File: config.mk
export PLATFORM = sky130hd
export DESIGN_NAME = lcd_char_feeder
export DESIGN_NICKNAME = d
export VERILOG_FILES = /design/src/rtl/lcd_char_feeder.sv
export SDC_FILE = /design/constraint.sdc
export NUM_CORES = 1
export LEC_CHECK = 0
export CORE_ASPECT_RATIO = 0.9
export CORE_UTILIZATION = 56
export CTS_CLUSTER_SIZE = 24
export DETAILED_ROUTE_END_ITERATION = 8
export PLACE_DENSITY = 0.81
export SLEW_MARGIN = 5
export SYNTH_ARGS = -nofsm -noshare
export SYNTH_HDL_FRONTEND = slang
export SYNTH_SLANG_ARGS = --single-unit
export TNS_END_PERCENT = 5
File: constraint.sdc
create_clock -name clk -period 7.75 [get_ports clk]
set_input_delay 2.325 -clock clk [delete_from_list [all_inputs] [get_ports clk]]
set_output_delay 2.325 -clock clk [all_outputs]
set_load 0.05 [all_outputs]
File: src/rtl/lcd_char_feeder.sv
`default_nettype none
// ============================================================================
// Module   : lcd_char_feeder
// Purpose  : Character FIFO, cursor tracker and command sequencer feeding an
//            HD44780 4-bit byte-level controller.
// Revision : 1.0 - initial release
// ============================================================================

module lcd_char_feeder #(
    parameter int DEPTH   = 8,
    parameter int COLS    = 16,
    parameter int ROWS    = 2,
    parameter int CLR_CYC = 82000
) (
    input  logic                   clk,
    input  logic                   rst_n,
    input  logic                   ch_valid,
    input  logic [7:0]             ch_data,
    output logic                   ch_ready,
    input  logic                   clr_req,
    input  logic                   init_done,
    output logic                   byte_go,
    output logic                   byte_is_data,
    output logic [7:0]             byte_val,
    input  logic                   byte_done,
    output logic [$clog2(DEPTH):0] fifo_count,
    output logic [5:0]             cur_col,
    output logic                   cur_row
);

    localparam int AW = $clog2(DEPTH);
    localparam int CW = AW + 1;
    localparam int WW = (CLR_CYC > 1) ? $clog2(CLR_CYC) : 1;
    localparam logic [CW-1:0] FULL      = CW'(DEPTH);
    localparam logic [WW-1:0] WAIT_LOAD = WW'(CLR_CYC - 1);
    localparam logic [5:0]    LAST_COL  = 6'(COLS - 1);
    localparam logic [7:0]    NEWLINE   = 8'h0A;

    typedef enum logic [2:0] {
        S_IDLE = 3'd0,
        S_ADDR = 3'd1,
        S_CHR  = 3'd2,
        S_CLR  = 3'd3,
        S_WAIT = 3'd4
    } state_t;

    state_t          state;
    logic [7:0]      mem [DEPTH];
    logic [AW-1:0]   wr_ptr;
    logic [AW-1:0]   rd_ptr;
    logic [7:0]      head;
    logic            push;
    logic            pop;
    logic            nonempty;
    logic            head_is_nl;
    logic            need_addr;
    logic            clr_pending;
    logic            next_row;
    logic [WW-1:0]   wait_cnt;

    assign head       = mem[rd_ptr];
    assign nonempty   = (fifo_count != '0);
    assign head_is_nl = (head == NEWLINE);
    assign ch_ready   = (fifo_count != FULL);
    assign push       = ch_valid && ch_ready;
    assign next_row   = (ROWS == 2) ? ~cur_row : 1'b0;

    // Pops come from newline consumption in IDLE or a finished character byte.
    assign pop = (state == S_IDLE && init_done && !clr_pending && nonempty && head_is_nl)
              || (state == S_CHR && byte_go && byte_done);

    always_ff @(posedge clk) begin
        if (push) begin
            mem[wr_ptr] <= ch_data;
        end
    end

    always_ff @(posedge clk) begin
        if (rst_n) begin
            wr_ptr     <= '0;
            rd_ptr     <= '0;
            fifo_count <= '0;
        end else begin
            if (push) begin
                wr_ptr <= wr_ptr + 1'b1;
            end
            if (pop) begin
                rd_ptr <= rd_ptr + 1'b1;
            end
            case ({push, pop})
                2'b10:   fifo_count <= fifo_count + 1'b1;
                2'b01:   fifo_count <= fifo_count - 1'b1;
                default: fifo_count <= fifo_count;
            endcase
        end
    end

    // Each send state raises byte_go on its first cycle, then waits for done.
    always_ff @(posedge clk) begin
        if (rst_n) begin
            state        <= S_IDLE;
            byte_go      <= 1'b0;
            byte_is_data <= 1'b0;
            byte_val     <= 8'h00;
            cur_col      <= 6'd0;
            cur_row      <= 1'b0;
            need_addr    <= 1'b1;
            clr_pending  <= 1'b0;
            wait_cnt     <= '0;
        end else begin
            if (clr_req) begin
                clr_pending <= 1'b1;
            end
            case (state)
                S_IDLE: begin
                    if (init_done) begin
                        if (clr_pending) begin
                            state <= S_CLR;
                        end else if (nonempty && head_is_nl) begin
                            cur_col   <= 6'd0;
                            cur_row   <= next_row;
                            need_addr <= 1'b1;
                        end else if (nonempty && need_addr) begin
                            state <= S_ADDR;
                        end else if (nonempty) begin
                            state <= S_CHR;
                        end
                    end
                end
                S_ADDR: begin
                    if (!byte_go) begin
                        byte_go      <= 1'b1;
                        byte_is_data <= 1'b0;
                        byte_val     <= 8'h80 | {1'b0, cur_row, cur_col};
                    end else if (byte_done) begin
                        byte_go   <= 1'b0;
                        need_addr <= 1'b0;
                        state     <= S_IDLE;
                    end
                end
                S_CHR: begin
                    if (!byte_go) begin
                        byte_go      <= 1'b1;
                        byte_is_data <= 1'b1;
                        byte_val     <= head;
                    end else if (byte_done) begin
                        byte_go <= 1'b0;
                        state   <= S_IDLE;
                        if (cur_col == LAST_COL) begin
                            cur_col   <= 6'd0;
                            cur_row   <= next_row;
                            need_addr <= 1'b1;
                        end else begin
                            cur_col <= cur_col + 1'b1;
                        end
                    end
                end
                S_CLR: begin
                    if (!byte_go) begin
                        byte_go      <= 1'b1;
                        byte_is_data <= 1'b0;
                        byte_val     <= 8'h01;
                        if (!clr_req) begin
                            clr_pending <= 1'b0;
                        end
                    end else if (byte_done) begin
                        byte_go   <= 1'b0;
                        cur_col   <= 6'd0;
                        cur_row   <= 1'b0;
                        need_addr <= 1'b1;
                        wait_cnt  <= WAIT_LOAD;
                        state     <= S_WAIT;
                    end
                end
                S_WAIT: begin
                    if (wait_cnt == '0) begin
                        state <= S_IDLE;
                    end else begin
                        wait_cnt <= wait_cnt - 1'b1;
                    end
                end
                default: state <= S_IDLE;
            endcase
        end
    end

endmodule

`default_nettype wire

==> metrics.md <==
| Metric | Value |
|---|---|
| Reg2reg setup slack | approximately 3.3 ns |
| Die Span X | 102 µm |
| Die area | approximately 9300 µm² |
| Max Cap Viol | 0 |
| Final Critical Period | 5.07 ns |
| Routed wire per std cell | between 15 and 20 µm |
| Skew final | ~0.0048 ns |
| Post-synth top area cell | edfxtp_1 |
| Worst min path class | reg -> reg |
| RSZ-0062 raised after global routing | false |
| Area delta synth->final | 19.7% |
| Slowest cell on crit path | clkdlybuf4s50_1 |
| Synthesized Nets | roughly 430 |
| Final nets | ~470 |
| Post-CTS Setup Inserts | 0 |
| Antenna cells | 0 |
| Detail Route Antenna Nets | 0 |
| Max FO, Critical Path | 10 |
| Worst Setup Slack, final | 2.68 ns |
| CTS root buf | clkbuf_8 |
| Die H | 91.7 µm |
| PwrDens | between 200 and 300 nW/µm² |
| Post-Place Cells | 549 |
| Tcrit/Tclk final | about two thirds |
| Final setup vio count | 0 |
| Max Clock Freq | ~200 MHz |
| Yosys reg bits | ~120 |
| Data required, critical path | between 8 and 9 ns |
| Wire length of the first global-routing pass | ~16000 µm |
| CP Cell Sequence | clkdlybuf4s50_1, nand2_1, or4_1, nor3_4, or2_2, ha_1, xor2_1, ha_1, or4_1, nand3_1, mux2_1 |
| Buf/Inv on CP | 1 |
| Worst rel slew slack | between 20% and 30% |
| Final Cell Area | 6000 µm² |
| Grt total ovfl | 0 |
| Setup crit start kind | primary input |
| Sequential-to-total area share from yosys stat | about three fifths |
| Largest net degree at the start of global routing | 48 |
| Top cells by area, synth | edfxtp_1 (38%), dfxtp_1 (21%), mux4_2 (4.5%), nor2_1 (4.3%), mux4_1 (3.1%) |
| Mapped Cells | between 400 and 500 |
| Yosys cell types | slightly below 60 |
| Initial antenna violation count | 0 |
| Post-Place Worst Slack | roughly 2.2 ns |
| Sinks on Clock Net | about 120 |
| Residual DRC | 0 |
| Commonest non-fill, non-tap cell in the layout | edfxtp_1 |
| Most used flip-flop cell after synthesis | edfxtp_1 |
| GRT Total Usage | 24.3% |
| Drt first-iter violations | between 150 and 200 |
| I/O pin total | 36 |
| Mean Syn Cell Area | 12.2 µm² |
| Post-synth EDFFs | 64 |
| Detailed Route WL | roughly 10000 µm |
| Maximum vdd ir drop | between 0.0002 and 0.00025 V |
| Gpl congestion | roughly 0.85 |
| Mapped cell area | between 5000 and 6000 µm² |
| Status | completed |
| Design Power | ~1500 µW |
| Starting density of the core | roughly three fifths |
| Share of layout cells above drive strength 1 | between 10 and 15% |
| Slowest stage delay, CP | 0.52 ns |
| Static leakage | 0.00204 µW |
| Fin cells | about 580 |
| Synth top area share | 38.4% |
| Max-slew violations | 0 |
| Via count | between 3000 and 4000 |
| Placed inst area | around 5400 µm² |
| Number of hold violations in the final report | 0 |
| Vias in the first global route | roughly 3300 |
| TritonCTS clock tree | built |
| Vias/cell | a little under 6 |
| Synthesis Warnings | 0 |
| Crit path kind | in -> reg |
| Worst EP arrival | about 5.5 ns |
| CTS max path bufs | 2 |
| HPWL Detailed | around 6400 µm |
| Commonest non-fill, non-tap cells in the layout | edfxtp_1 (64), nor2_1 (57), dfxtp_1 (52) |
| H-tree Lvls | 4 |
| FP Rows | 32 |
| Reg clk slew, reported paths | roughly 0.060 ns |
| CP endpoint kind | flop |
| PostCTS Resize Cnt | 0 |
| Total Neg Setup Slack | 0 ns |
| Total CTS buffers | 17 |
| 1st-pass router iterations | 5 |
| CTS Hold Bufs | 0 |
| Core area | 8610 µm² |
| CP top delay family | simple AND/OR/NAND/NOR gates |
| Tightest Pin Transition | about 1.1 ns |
| Skew-Pair Late Insertion Delay | between 0.5 and 0.6 ns |
| I/O Buffers | 35 |
| Synth async-reset ratio | 0% |
[cells by family (layout without fill, tap and decap cells)]
| family | count (synthesis) | after routing | synth area share, % |
|---|---|---|---|
| simple gates | 153 | 153 | 14.8 |
| flops | 116 | 116 | 59.2 |
| compound gates | 56 | 56 | 7.84 |
| buf+inv | 31 | 84 | 3.12 |
| mux | 29 | 29 | 10.4 |
| xor+xnor | 18 | 18 | 3.15 |
| fa+ha+maj | 6 | 6 | 1.50 |
[final timing paths]
path,startpoint,end,cells after the start
worst max-delay path,init_done,fifo_count[2]$_SDFFE_PP0P_,11
worst min-delay path,byte_val[0]$_SDFFE_PP0P_,byte_val[0]$_SDFFE_PP0P_,2
worst max register to register,flop,fifo_count[2]$_SDFFE_PP0P_,11
worst min register to register,byte_val[0]$_SDFFE_PP0P_,byte_val[0]$_SDFFE_PP0P_,2
[area by class of cell]
type                            count  area (µm²)
Sequential cell                   116        2960
Tap cell                          119         149
Fill cell                         582        2610
Inverter                           10        37.5
Clock inverter                     14         138
Timing Repair Buffer               42         403
Multi-Input combinational cell    262        1890
Clock buffer                       18         418
[worst register-to-register path, cell delays in order (launching register included)]
cell	delay, ns
dfxtp_1	0.94
mux4_1	0.67
mux2_2	0.31
nand4bb_1	0.28
nor3_4	0.42
or2_2	0.23
ha_1	0.27
xor2_1	0.10
ha_1	0.22
or4_1	0.52
nand3_1	0.10
mux2_1	0.32
[power by group]
group	internal, µW	total [µW]	switching [µW]
logic	50.0	136	85.7
registers	670	686	15.9
clock network	453	725	272
[state kept, by name (all words and copies together), names as in the netlist, 3 cells and up, named ones only]
signal,count
state,3
wr_ptr,3
mem,64
rd_ptr,3
wait_cnt,17
fifo_count,4
cur_col,6
byte_val,8
[routing by layer]
layer	wire length (µm)	part of all wire, %	GRT usage (%)
met5	0	0	0
met4	227	2.3	11.7
met3	708	7.1	7.70
met2	4770	48	37.9
met1	4270	43	30.5
[stage by stage]
stage / util, % / hold WS (ns)
after floorplan: - / 0.466
after global placement: 63.2 / 0.457
after detailed placement: 63.2 / 0.477
after CTS: 69.7 / 0.485
after global routing: 69.7 / 0.497
final: 69.7 / 0.478
[cells in the mapped netlist, drive strengths merged, types with 2 or more instances]
library cell  count
a211oi            6
a21oi            10
o211ai            5
nand3b            3
xnor2             8
nor4              4
o21a              2
or3               2
o21bai            2
a311oi            5
and3              3
ha                6
o21ai            13
xor2             10
clkbuf           11
a31oi             2
mux4             16
mux2              3
inv               9
edfxtp           64
buf               9
nor3             20
or4               3
nor4bb            2
dfxtp            52
nor2             57
mux2i            10
nand2b            9
nor2b             6
o221ai            2
and2              3
nand2            29
nand3             7
(Power assumes the default switching activity.)
